--- src/rtl/vreg_port_arbiter.sv ---
// vreg_port_arbiter: round-robin two-requester sequencer for the single-port vector register file
module vreg_port_arbiter #(
    parameter int RD_LAT = 1
) (
    input  logic        clk,
    input  logic        rst,
    input  logic        r0_req,
    input  logic        r0_we,
    input  logic [1:0]  r0_addr,
    input  logic [63:0] r0_wdata,
    output logic        r0_gnt,
    output logic        r0_done,
    output logic [63:0] r0_rdata,
    input  logic        r1_req,
    input  logic        r1_we,
    input  logic [1:0]  r1_addr,
    input  logic [63:0] r1_wdata,
    output logic        r1_gnt,
    output logic        r1_done,
    output logic [63:0] r1_rdata,
    output logic [1:0]  rf_dir,
    output logic        rf_wren,
    output logic [63:0] rf_wdata,
    input  logic [63:0] rf_rdata,
    output logic        busy
);
    typedef enum logic [1:0] {IDLE, ISSUE, WAIT, RESP} state_t;
    state_t      state_q, state_d;
    logic        last_q, last_d;
    logic        own_q, own_d;
    logic        pick1;
    logic        r0_gnt_q, r0_gnt_d, r1_gnt_q, r1_gnt_d;
    logic        r0_done_q, r0_done_d, r1_done_q, r1_done_d;
    logic [63:0] r0_rdata_q, r0_rdata_d, r1_rdata_q, r1_rdata_d;
    logic [1:0]  dir_q, dir_d;
    logic        wren_q, wren_d;
    logic [63:0] wdata_q, wdata_d;
    logic [3:0]  cnt_q, cnt_d;
    logic        busy_q;

    // r1 wins only when it is alone or r0 was the previous owner
    assign pick1 = r1_req && (!r0_req || !last_q);

    // next state: arbitrate in IDLE, then walk the fixed issue/wait/response sequence
    always_comb begin
        state_d    = state_q;
        last_d     = last_q;
        own_d      = own_q;
        r0_gnt_d   = 1'b0;
        r1_gnt_d   = 1'b0;
        r0_done_d  = 1'b0;
        r1_done_d  = 1'b0;
        r0_rdata_d = r0_rdata_q;
        r1_rdata_d = r1_rdata_q;
        dir_d      = dir_q;
        wren_d     = 1'b0;
        wdata_d    = wdata_q;
        cnt_d      = cnt_q;
        case (state_q)
            IDLE: begin
                if (r0_req || r1_req) begin
                    state_d  = ISSUE;
                    own_d    = pick1;
                    last_d   = pick1;
                    r0_gnt_d = !pick1;
                    r1_gnt_d = pick1;
                    dir_d    = pick1 ? r1_addr : r0_addr;
                    wren_d   = pick1 ? r1_we : r0_we;
                    wdata_d  = pick1 ? r1_wdata : r0_wdata;
                end
            end
            ISSUE: begin
                state_d = WAIT;
                cnt_d   = 4'(RD_LAT);
            end
            WAIT: begin
                cnt_d = cnt_q - 4'd1;
                if (cnt_q == 4'd1) begin
                    state_d    = RESP;
                    r0_done_d  = !own_q;
                    r1_done_d  = own_q;
                    r0_rdata_d = own_q ? r0_rdata_q : rf_rdata;
                    r1_rdata_d = own_q ? rf_rdata : r1_rdata_q;
                end
            end
            default: state_d = IDLE;
        endcase
    end

    // state and registered outputs; reset abandons any transaction in flight
    always_ff @(posedge clk) begin
        if (rst) begin
            state_q    <= IDLE;
            last_q     <= 1'b1;
            own_q      <= 1'b0;
            r0_gnt_q   <= 1'b0;
            r1_gnt_q   <= 1'b0;
            r0_done_q  <= 1'b0;
            r1_done_q  <= 1'b0;
            r0_rdata_q <= '0;
            r1_rdata_q <= '0;
            dir_q      <= '0;
            wren_q     <= 1'b0;
            wdata_q    <= '0;
            cnt_q      <= '0;
            busy_q     <= 1'b0;
        end else begin
            state_q    <= state_d;
            last_q     <= last_d;
            own_q      <= own_d;
            r0_gnt_q   <= r0_gnt_d;
            r1_gnt_q   <= r1_gnt_d;
            r0_done_q  <= r0_done_d;
            r1_done_q  <= r1_done_d;
            r0_rdata_q <= r0_rdata_d;
            r1_rdata_q <= r1_rdata_d;
            dir_q      <= dir_d;
            wren_q     <= wren_d;
            wdata_q    <= wdata_d;
            cnt_q      <= cnt_d;
            busy_q     <= state_d != IDLE;
        end
    end

    assign r0_gnt   = r0_gnt_q;
    assign r1_gnt   = r1_gnt_q;
    assign r0_done  = r0_done_q;
    assign r1_done  = r1_done_q;
    assign r0_rdata = r0_rdata_q;
    assign r1_rdata = r1_rdata_q;
    assign rf_dir   = dir_q;
    assign rf_wren  = wren_q;
    assign rf_wdata = wdata_q;
    assign busy     = busy_q;
endmodule

--- config.mk ---
export PLATFORM = sky130hd
export DESIGN_NAME = vreg_port_arbiter
export DESIGN_NICKNAME = d
export VERILOG_FILES = /design/src/rtl/vreg_port_arbiter.sv
export SDC_FILE = /design/constraint.sdc
export NUM_CORES = 1
export LEC_CHECK = 0
export CORE_AREA = 2 2 156 158
export CTS_CLUSTER_SIZE = 14
export DETAILED_ROUTE_END_ITERATION = 6
export DIE_AREA = 0 0 158 160
export GPL_TIMING_DRIVEN = 0
export PLACE_DENSITY_LB_ADDON = 0.1
export RECOVER_POWER = 50
export SLEW_MARGIN = 30
export SYNTH_ARGS = -nofsm -noshare
export SYNTH_HDL_FRONTEND = slang
export SYNTH_SLANG_ARGS = --single-unit
--- constraint.sdc ---
create_clock -name clk -period 4.95 [get_ports clk]
set_input_delay 0.7425 -clock clk [delete_from_list [all_inputs] [get_ports clk]]
set_output_delay 0.7425 -clock clk [all_outputs]
set_load 0.03 [all_outputs]
Word-level counts from Yosys, hierarchy flattened --
Cells that the tools add are included.
Operators by class: add/subtract/negate cells 1, equal/unequal tests 3, mux-type cells 7, bitwise logic cells 5, reduce and logical (&&, ||, !) cells 15
Operators with widths (number):
- $mux W64 | 1
- $pmux W4 S2 | 1
- $mux W2 | 3
- $pmux W2 S3 | 1
- $reduce_and A3 Y1 | 2
- $reduce_or A3 Y1 | 2
- $not A1 Y1 | 5
- $eq A4 B1 Y1 const B | 1
- $logic_not A1 Y1 | 4
- $reduce_bool A2 Y1 | 2
- $sub A4 B1 Y4 const B | 1
- $eq A2 B1 Y1 const B | 1
- $eq A2 B2 Y1 const B | 1
- $logic_not A2 Y1 | 1
- $logic_or A1 B1 Y1 | 2
- $reduce_and A2 Y1 | 1
- $logic_and A1 B1 Y1 | 1
- $mux W1 | 1
Storage, ports and cells: register bits 208, input port bits 202, output and inout port bits 200, logic and storage cells 45

Longest topological paths before layout --
Gate-level depths: netlist of the first run.
depth in word-level cells 4, mapped depth 8, gate-level depth less buffers 5

Worst setup path before layout of the first run --
No wires, ideal clock.
path type input -> register, from input port rst, to register last_q, library setup time 0.123 ns, arrival 1.542 ns, data required time 4.827 ns, path slack 3.284 ns, stages 4, path buffers 3, cells stage by stage clkbuf_1 clkbuf_1 buf_2 or2_2
RTL lines:
- start: declaration | RTL line 6 | input logic rst,
- end signal: assignment | RTL line 109 | last_q <= last_d;
- end: declaration | RTL line 29 | logic last_q, last_d;
No word-level cell between the ends.

Worst setup path after layout of the first run --
from input port r0_req, to register wdata_q[40] (netlist: rf_wdata[40])
Between the ends: longest elaborated chain between the ends 4, elaborated cells on any way between the ends 6, those cells by class mux: 1; reduce/logical: 5
Ends and longest elaborated chain:
- start: declaration | RTL line 7 | input logic r0_req,
- $logic_not A1 Y1 | RTL line 42 | assign pick1 = r1_req && (!r0_req || !last_q);
- $logic_or A1 B1 Y1 | RTL line 42
- $logic_and A1 B1 Y1 | RTL line 42
- $mux W64 | RTL line 69 | wdata_d = pick1 ? r1_wdata : r0_wdata;
- end signal: assignment | RTL line 119 | wdata_q <= wdata_d;
- end: declaration | RTL line 37 | logic [63:0] wdata_q, wdata_d;
Several ways; a longest one is shown, not always the timed one. A chain may end at the register's enable or synchronous reset.

==> summary.md, run 1 <==
| Metric | Value |
|---|---|
| Status | `complete, but fails checks` |
| Failing checks | `max-capacitance violations` |
| Num CTS Buffers | `24` |
| Layout fillers | `between 2000 and 2500` |
| Max FO, Critical Path | `10` |
| WL per Instance | `~17 um` |
| Vias in the first global route | `roughly 8400` |
| CTS Hold Buffers Added | `0` |
| Critical Path Start Type | `primary input` |
| DR iter-0 viols | `between 300 and 400` |
| Global-route wire length before repair | `around 46 mm` |
| Final Power | `~6300 uW` |
| Initial antenna violation count | `0` |
| PD cells | `around 460 mW/mm^2` |
| Detail Route Antenna Nets | `0` |
| Port Buffers | `400` |
| WL final | `30.4 mm` |
| Row cnt | `57` |
| HPWL after DPL | `around 23 mm` |
| Global-route usage over all layers | `between 20% and 30%` |
| YS warnings | `0` |
| Placeable core area | `~0.024 sq mm` |
| Number of diodes | `0` |
| Sequential fraction of the synthesis area | `between 40% and 50%` |
| Final worst slack | `2000 ps` |
| Worst slew pin tran | `1470 ps` |
| Max incr delay on CP | `between 1000 and 1500 ps` |
| Residual DRC count | `0` |
| Slew HR | `under 10%` |
| Avg Inst Size Synth | `~9 sq um` |
| Detailed Routing Iterations Pass 1 | `6` |
| Top post-synthesis cells by area | `dfxtp_1, nand2b_1, mux2i_1` |
| GP Congestion | `about 0.83` |
| Worst Path Required | `roughly 5400 ps` |
| Fin. max-slew vios | `0` |
| Fin nets | `between 1500 and 2000` |
| Initial Utilization | `36.8%` |
| Pre-CTS setup slack | `roughly 2300 ps` |
| Hold crit path type | `flip-flop to flip-flop` |
| Htree depth | `1` |
| Post-synthesis register bit count | `approximately 210` |
| Largest net degree at the start of global routing | `13` |
| Total of max-cap violations | `1` |
| Max Clock Skew | `around 22 ps` |
| Ports | `around 400` |
| Leak pwr | `just over 0.005 uW` |
| Crit path DAT | `~3400 ps` |
| Area Growth Syn to Fin | `58.2%` |
| Grt ovf | `0` |
| Clock Latency Late Sink | `520 ps` |
| CP endpoint kind | `flip-flop` |
| Crit Path Class | `primary input to flip-flop` |
| Post-synth EDFFs | `0` |
| Top Family by Delay on Critical Path | `compound AO/OA/AOI/OAI gates` |
| Yosys top cell by area | `dfxtp_1` |
| Reg clk slew, reported paths | `60 ps` |
| Layout cells sized above 1 | `about 4.8%` |
| RSZ-0062 raised after global routing | `false` |
| Final hold viol count | `0` |
| Via count | `around 8400` |
| Routed vias/inst | `~4.8` |
| Crit share post-route | `59.5%` |
| Period minus WS final | `2950 ps` |
| Worst VDD drop | `between 200 and 300 uV` |
| CTS Buffer Depth | `3` |
| Final setup vio count | `0` |
| Cell at the slowest stage of the critical path | `o21ai_0` |
| Buf+Inv Stages, Crit Path | `2` |
| Die Ht | `about 160 um` |
| Gate Count Post-Synth | `994` |
| Fmax | `between 0.3 and 0.4 GHz` |
| Clk sinks | `between 200 and 250` |
| Layout Utilization | `between 50% and 60%` |
| Syn nets | `between 1000 and 1500` |
| Distinct cells, synth | `34` |
| Root Driver | `clkbuf_16` |
| Setup TNS | `0 ps` |
| Async S/R FF share, synth | `0%` |
| DIE AREA | `0.0253 sq mm` |
| Synth top area share | `between 40% and 50%` |
| Die Wd | `roughly 160 um` |
| Post-CTS Repair Setup Buffers | `0` |
| CTS tree | `done` |
| Synth Flop Type | `dfxtp_1` |
| PostCTS Resize Cnt | `0` |
| Cell Area, Synth | `between 0.008 and 0.009 sq mm` |
| CP Cell Sequence | `dlygate4sd3_1 > o21ai_0 > clkbuf_1 > a21oi_1 > a211oi_1` |
==> report_power, final <==
part           switching [uW]  leakage, uW  internal (uW)
clock                     717     0.000382            968
sequential                160      0.00169           1970
combinational            1500      0.00310           1000
total                    2370      0.00518           3950
==> tightest hold or removal path: stages, from the launching register on <==
cell and delay [ps]:
dfxtp_1 310, nand2b_1 60, mux2i_1 50
==> final timing paths <==
kind / cells after the start / start / slack [ps] / to
hold reg to reg: 2 / r1_rdata[58] / 470 / r1_rdata[58]
setup reg to reg: 8 / state_q[0] / 2370 / r1_rdata[30]
setup / recovery: 5 / r0_req / 2000 / rf_wdata[40]
hold / removal: 2 / r1_rdata[58] / 470 / r1_rdata[58]
==> per-layer routing <==
| metal | up-vias | global-route usage [%] | share of wire (%) |
|---|---|---|---|
| li1 | 4214 | - | - |
| met4 | 0 | 6.59 | 2.5 |
| met2 | 287 | 41.1 | 50 |
| met1 | 3903 | 26.8 | 40 |
| met5 | - | 0 | 0 |
| met3 | 41 | 6.46 | 7.7 |
==> cells in the mapped netlist, drive strengths merged (2+ instances only) <==
cell and number:
nor2 72, a211oi 66, a21oi 71, mux2i 65
nor3 4, ha 5, nand2b 129, nand4b 2
nand2 68, nor2b 65, inv 5, o21ai 133
buf 36, dfxtp 208, clkbuf 52
==> cell type report <==
cell class	instances	area, sq um	share of cell area [%]
Clock buffer	33	684	4.94
Buffer	88	387	2.79
Tap cell	324	405	2.92
Clock inverter	11	66.3	0.478
Timing Repair Buffer	400	4000	28.9
Multi-Input combinational cell	693	4130	29.8
Inverter	5	18.8	0.135
Sequential cell	208	4160	30.0
==> cells in the final DEF, fill, tap and decap left out, types with 4 or more instances in the layout <==
cell type / Yosys / routed
nor2_1: 72 / 72
ha_1: 5 / 5
o21ai_0: 116 / 131
a211oi_1: 63 / 63
dfxtp_1: 208 / 208
mux2i_1: 65 / 65
buf_4: 6 / 4
clkdlybuf4s50_1: 0 / 399
a21oi_1: 71 / 71
clkinv_2: 0 / 10
nand2b_1: 129 / 129
nor2b_1: 65 / 65
clkbuf_1: 48 / 70
nand2_1: 68 / 68
buf_2: 22 / 13
nor3_1: 4 / 4
clkbuf_8: 0 / 5
inv_1: 5 / 5
clkbuf_16: 0 / 24
==> cell families (layout without fill, tap and decap cells) <==
| family | after synthesis | in the layout | synth area share (%) |
|---|---|---|---|
| adder cells (fa/ha/maj) | 5 | 5 | 0.714 |
| buffers and inverters | 93 | 537 | 5.30 |
| flip-flops | 208 | 208 | 47.5 |
| multiplexers | 65 | 65 | 7.43 |
| AND/OR/NAND/NOR | 346 | 346 | 20.8 |
| AO/OA/AOI/OAI | 277 | 277 | 18.2 |
==> stage by stage <==
stage	area [sq um]	std cells	hold slack, ps
2_1_floorplan	8760	994	462
6_report	13900	1762	470
5_1_grt	13900	1762	487
3_5_place_dp	13200	1718	460
4_1_cts	13900	1762	475
3_3_place_gp	13200	1718	457
==> flip-flops by register name, summed over array words and instances (netlist names) <==
signal and cells:
r0_rdata 64, r1_rdata 64, rf_wdata 64, cnt_q 4, rf_dir 2, state_q 2, busy 1, last_q 1
own_q 1, r0_done 1, r0_gnt 1, r1_done 1, r1_gnt 1, rf_wren 1
(Power assumes the default switching activity.)
==> inputs of run 2 (changes only) <==
Settings changed: CORE_AREA 2 2 156 158 to 2 2 155 157, DIE_AREA 0 0 158 160 to 0 0 157 159.
Clock period 4.95 ns to 2.4 ns, I/O delays scaled along.
==> summary.md, run 2 (synthesis gave the netlist of run 1 again) <==
| Metric | Value |
|---|---|
| Status | `finished clean` |
| Crit Path Class | `flip-flop to flip-flop` |
| Largest net degree at the start of global routing | `13 (unchanged)` |
| Initial antenna violation count | `2 (+2)` |
| CTS tree | `done` |
| Crit path DAT | `2350 ps (-1020 ps)` |
| Residual DRC count | `0 (unchanged)` |
| Leak pwr | `0.00543 uW (+4.8%)` |
| Fin. max-slew vios | `0 (unchanged)` |
| Reg clk slew, reported paths | `60 ps (about the same)` |
| Post-CTS Repair Setup Buffers | `0 (unchanged)` |
| Die Ht | `159 um (-0.63%)` |
| Slew HR | `56.3% (+55 points)` |
| Area Growth Syn to Fin | `58.7%` |
| Max FO, Critical Path | `10 (unchanged)` |
| Final Power | `13000 uW (+110%)` |
| Max Clock Skew | `7.38 ps (-14.7 ps)` |
| Detail Route Antenna Nets | `0 (unchanged)` |
| GP Congestion | `0.805 (-3.4%)` |
| CTS Hold Buffers Added | `0 (unchanged)` |
| DR iter-0 viols | `281 (-20%)` |
| Met2 WL | `14.5 mm (-4.2%)` |
| Hold Path Stages | `3 (+1)` |
| Vias in the first global route | `8673 (+3.7%)` |
| Port Buffers | `400 (unchanged)` |
| Row cnt | `56 (-1.8%)` |
| CTS Buffer Depth | `3 (unchanged)` |
| Root Driver | `clkbuf_16` |
| Final worst slack | `428 ps (-1580 ps)` |
| Fmax | `approximately 0.51 GHz` |
| Htree depth | `1 (unchanged)` |
| Pre-CTS setup slack | `140 ps (-2140 ps)` |
| Final hold viol count | `0 (unchanged)` |
| Layout fillers | `2182 (-3.7%)` |
| Worst slew pin tran | `656 ps (-811 ps)` |
| Detailed Routing Iterations Pass 1 | `4 (-2)` |
| Worst VDD drop | `603 uV (+100%)` |
| WL final | `30.2 mm (-0.75%)` |
| Routed vias/inst | `4.84 (+1.0%)` |
| DIE AREA | `0.0250 sq mm (-1.3%)` |
| Commonest non-fill, non-tap cell in the layout | `clkdlybuf4s50_1` |
| Num CTS Buffers | `24 (unchanged)` |
| PostCTS Resize Cnt | `0 (unchanged)` |
| CP endpoint kind | `flip-flop` |
| Top Layer Used | `met5` |
| Global-route usage over all layers | `23.4% (+0.30 points)` |
| Met1 WL | `11.8 mm (-2.9%)` |
| Setup TNS | `0 ps (unchanged)` |
| RSZ-0062 raised after global routing | `false` |
| WL per Instance | `17.2 um (-0.24%)` |
| Global-route wire length before repair | `46.7 mm (+1.1%)` |
| Ports | `402 (unchanged)` |
| Final setup vio count | `0 (unchanged)` |
| Die Wd | `157 um (-0.63%)` |
| Clock Latency Late Sink | `510 ps (about the same)` |
| Reg-to-reg endpoint | `r1_rdata[2]` |
| Placeable core area | `0.0232 sq mm (-2.6%)` |
| FF-to-FF path depth | `7 (-1)` |
| Hold crit path type | `primary input to flip-flop` |
| Reg2reg start | `state_q[0]` |
| Hold endpoint | `rf_wdata[10]` |
| PD cells | `936 mW/mm^2 (+110%)` |
| Layout cells sized above 1 | `5.58% (+0.78 points)` |
| Hold wc startpoint | `r0_wdata[10]` |
| Total of max-cap violations | `0 (-1)` |
| Critical Path Start Type | `flip-flop` |
| Crit share post-route | `slightly above 80%` |
| Fin nets | `1627 (unchanged)` |
| Worst Path Required | `2780 ps (-2590 ps)` |
| Grt ovf | `0 (unchanged)` |
| Clk sinks | `208 (unchanged)` |
| Period minus WS final | `between 1500 and 2000 ps` |
| Via count | `8487 (+0.50%)` |
| HPWL after DPL | `23.0 mm (+0.59%)` |
| Initial Utilization | `37.8% (+1.0 points)` |
| Most frequent cells in the layout | `clkdlybuf4s50_1, dfxtp_1, nand2b_1` |
| WL met3 | `2.49 mm (+5.9%)` |
| R2R setup slack | `430 ps (-1940 ps)` |
run 2: critical path, cell delays in order (launching register included):
cell and delay [ps]:
dfxtp_1 320, inv_1 80, ha_1 140, clkbuf_1 300
and4bb_1 300, nand2_1 180, clkbuf_2 340, mux2i_1 170
run 2: worst max-delay path by stage:
| stage | from | to |
|---|---|---|
| floorplan | state_q[0] | r1_rdata[20] |
| detailed placement | r0_req | rf_wdata[61] |
| global route | state_q[0] | r1_rdata[5] |
| finish | state_q[0] | r1_rdata[2] |
| global placement | r0_req | rf_wdata[52] |
| CTS | rf_wdata[1] | rf_wdata[1] |
run 2: layout make-up:
type                       count  area (sq um)  share of cell area (%)
sequential                   208          4160                    29.9
antenna                        1          2.50                  0.0180
clock buffer                  33           716                    5.15
buffer                        88           434                    3.12
tap                          319           399                    2.87
timing repair buffer         400          4000                    28.8
multi-input combinational    693          4130                    29.7
inverter                       5          18.8                   0.135
clock inverter                 6          32.5                   0.234
run 2: routing by layer:
metal | track usage (%) | vias up
li1 | - | 4221
met1 | 26.1 | 3877
met2 | 40.6 | 312
met3 | 7.00 | 75
met4 | 10.6 | 2
met5 | 0 | -
run 2: stage by stage:
step / std cells / hold WS, ps / util [%] / area (sq um)
after global placement: 1713 / 458 / 56.8 / 13200
after global routing: 1753 / 390 / 60.0 / 13900
after detailed placement: 1713 / 461 / 56.8 / 13200
final: 1753 / 398 / 60.0 / 13900
after CTS: 1752 / 383 / 60.0 / 13900
after floorplan: 994 / 462 / - / 8760
run 2: power breakdown:
group,internal [uW],switching (uW),total (uW),leakage [uW]
Sequential,4070,328,4400,0.00169
Clock,2060,1440,3500,0.000373
Combinational,2020,3080,5110,0.00336
Total,8160,4850,13000,0.00543
==> inputs of run 3 (changes only) <==
Settings changed: CORE_AREA 2 2 155 157 to 2 2 157 159, DIE_AREA 0 0 157 159 to 0 0 159 161.
Clock period 2.4 ns to 1.9 ns, I/O delays scaled along.
==> summary.md, run 3 (synthesis gave the netlist of run 1 again) <==
| Metric | Value |
|---|---|
| CTS tree | `done` |
| Row cnt | `57 (+1.8%)` |
| Psw | `6190 uW (+27%)` |
| CP Cell Sequence | `clkdlybuf4s50_1` |
| Grt ovf | `0 (unchanged)` |
| Logic pwr share | `38.4% (-0.8 points)` |
| Commonest non-fill, non-tap cell in the layout | `clkdlybuf4s50_1` |
| Fin. max-slew vios | `0 (unchanged)` |
| GP Congestion | `0.853 (+6.0%)` |
| Residual DRC count | `0 (unchanged)` |
| Initial Utilization | `36.6% (-1.2 points)` |
| Port Buffers | `400 (unchanged)` |
| PostCTS Resize Cnt | `5 (+5)` |
| Post-CTS Repair Setup Buffers | `0 (unchanged)` |
| Routed vias/inst | `4.82 (-0.53%)` |
| Crit path DAT | `1580 ps (-770 ps)` |
| WL per Instance | `17.4 um (+0.83%)` |
| Area Growth Syn to Fin | `59.4%` |
| Final worst slack | `30.2 ps (-397 ps)` |
| Fin nets | `1626 (-0.061%)` |
| Final setup vio count | `0 (unchanged)` |
| PD cells | `1210 mW/mm^2 (+30%)` |
| Most frequent cells in the layout | `clkdlybuf4s50_1, dfxtp_1, nand2b_1` |
| DIE AREA | `0.0256 sq mm (+2.5%)` |
| HPWL after DPL | `23.1 mm (+0.54%)` |
| Die Wd | `159 um (+1.3%)` |
| Crit share post-route | `between 90% and 100%` |
| Clk sinks | `208 (unchanged)` |
| Global-route wire length before repair | `46.3 mm (-0.71%)` |
| Htree depth | `1 (unchanged)` |
| Detailed Routing Iterations Pass 1 | `4 (unchanged)` |
| Vias in the first global route | `8248 (-4.9%)` |
| Layout fillers | `2246 (+2.9%)` |
| Via count | `8471 (-0.19%)` |
| Worst Path Required | `1620 ps (-1160 ps)` |
| CP endpoint kind | `primary output` |
| CTS Buffer Depth | `3 (unchanged)` |
| Pre-CTS setup slack | `-325 ps (-465 ps)` |
| Net Sw Frac | `36.6% (-0.75 points)` |
| Internal power | `10700 uW (+32%)` |
| Post-DP Area | `0.0132 sq mm (about the same)` |
| Status | `finished clean` |
| Final hold viol count | `0 (unchanged)` |
| Cell at the slowest stage of the critical path | `clkdlybuf4s50_1` |
| Die Ht | `161 um (+1.3%)` |
| Buf+Inv Stages, Crit Path | `1 (-2)` |
| Clock Latency Late Sink | `510 ps (about the same)` |
| Reg clk slew, reported paths | `60 ps (about the same)` |
| Worst slew pin tran | `666 ps (+10.5 ps)` |
| Hold wc startpoint | `r0_wdata[59]` |
| Total of max-cap violations | `0 (unchanged)` |
| Ports | `402 (unchanged)` |
| Root Driver | `clkbuf_16` |
| CTS Hold Buffers Added | `0 (unchanged)` |
| Crit Path Class | `flip-flop to primary output` |
| Max Clock Skew | `13.4 ps (+6.01 ps)` |
| Footprint of the multi-input gates | `0.00414 sq mm (about the same)` |
| Reg power frac | `32.9% (-0.9 points)` |
| Register area | `0.00416 sq mm (unchanged)` |
| Number of diodes | `0 (-1)` |
| Max FO, Critical Path | `2 (-8)` |
| Critical Path Start Type | `flip-flop` |
| Top Family by Delay on Critical Path | `buffers and inverters` |
| Fmax | `about 0.53 GHz` |
| Period minus WS final | `between 1500 and 2000 ps` |
| Hold crit path type | `primary input to flip-flop` |
| Placeable core area | `0.0240 sq mm (+3.3%)` |
| Largest net degree at the start of global routing | `14 (+1)` |
| Num CTS Buffers | `23 (-4.2%)` |
| Worst VDD drop | `725 uV (+20%)` |
| Clock power frac | `28.7% (+1.8 points)` |
| Detail Route Antenna Nets | `0 (unchanged)` |
| Leak pwr | `0.00527 uW (-2.9%)` |
| Final Cell Area | `0.0140 sq mm (+0.44%)` |
| Layout cells sized above 1 | `6.41% (+0.83 points)` |
| CP startpoint | `rf_wdata[30]` |
| Max incr delay on CP | `750 ps (+410 ps)` |
| Global-route usage over all layers | `22.6% (-0.82 points)` |
| Slew HR | `55.6% (-0.70 points)` |
| Initial antenna violation count | `0 (-2)` |
| DR iter-0 viols | `275 (-2.1%)` |
| RSZ-0062 raised after global routing | `true` |
| WL final | `30.5 mm (+1.2%)` |
| Reg2reg start | `state_q[0]` |
run 3: path summary, 6_finish.rpt:
check                  to  slack (ps)  cells after the start
min reg2reg  r1_rdata[42]         470                      2
max          rf_wdata[30]          30                      1
max reg2reg  r0_rdata[54]         130                      8
min          rf_wdata[59]         320                      3
run 3: through the flow:
stage	TNS, ps	power (uW)	hold WS [ps]	std cells	util, %
2_1_floorplan	0	9440	426	994	-
3_3_place_gp	-10830	12200	458	1718	55.0
3_5_place_dp	-12570	12200	461	1718	55.0
4_1_cts	0	17100	302	1759	58.4
5_1_grt	-116	17800	320	1759	58.3
6_report	0	16900	323	1759	58.3
run 3: worst reg2reg max path: stages (launching register included):
cell	delay (ps)
dfxtp_1	350
inv_1	70
ha_1	180
buf_2	160
and4bb_1	230
nand2b_1	110
buf_4	190
buf_2	230
o21ai_0	120
run 3: layer usage:
layer / wire length [um] / vias up / share of wire (%) / track usage [%]
met5: 0 / - / 0 / 0
met4: 851 / 0 / 2.8 / 6.24
met3: 2220 / 43 / 7.3 / 6.32
met2: 15100 / 291 / 49 / 40.4
met1: 12400 / 3915 / 41 / 26.5
li1: - / 4222 / - / -
run 3: layout make-up:
type	count	area share, %
Multi-Input combinational cell	693	29.6
Timing Repair Buffer	400	28.4
Clock inverter	9	1.07
Inverter	5	0.134
Clock buffer	32	4.79
Tap cell	324	2.90
Sequential cell	208	29.8
Buffer	88	3.31
run 3: power by group through the flow:
stage,clock (uW),combinational [uW],sequential (uW)
after floorplan,0,2420,7010
after global placement,0,6560,5630
after detailed placement,0,6560,5660
after CTS,4970,6580,5570
after global routing,5100,6990,5660
final,4850,6510,5570
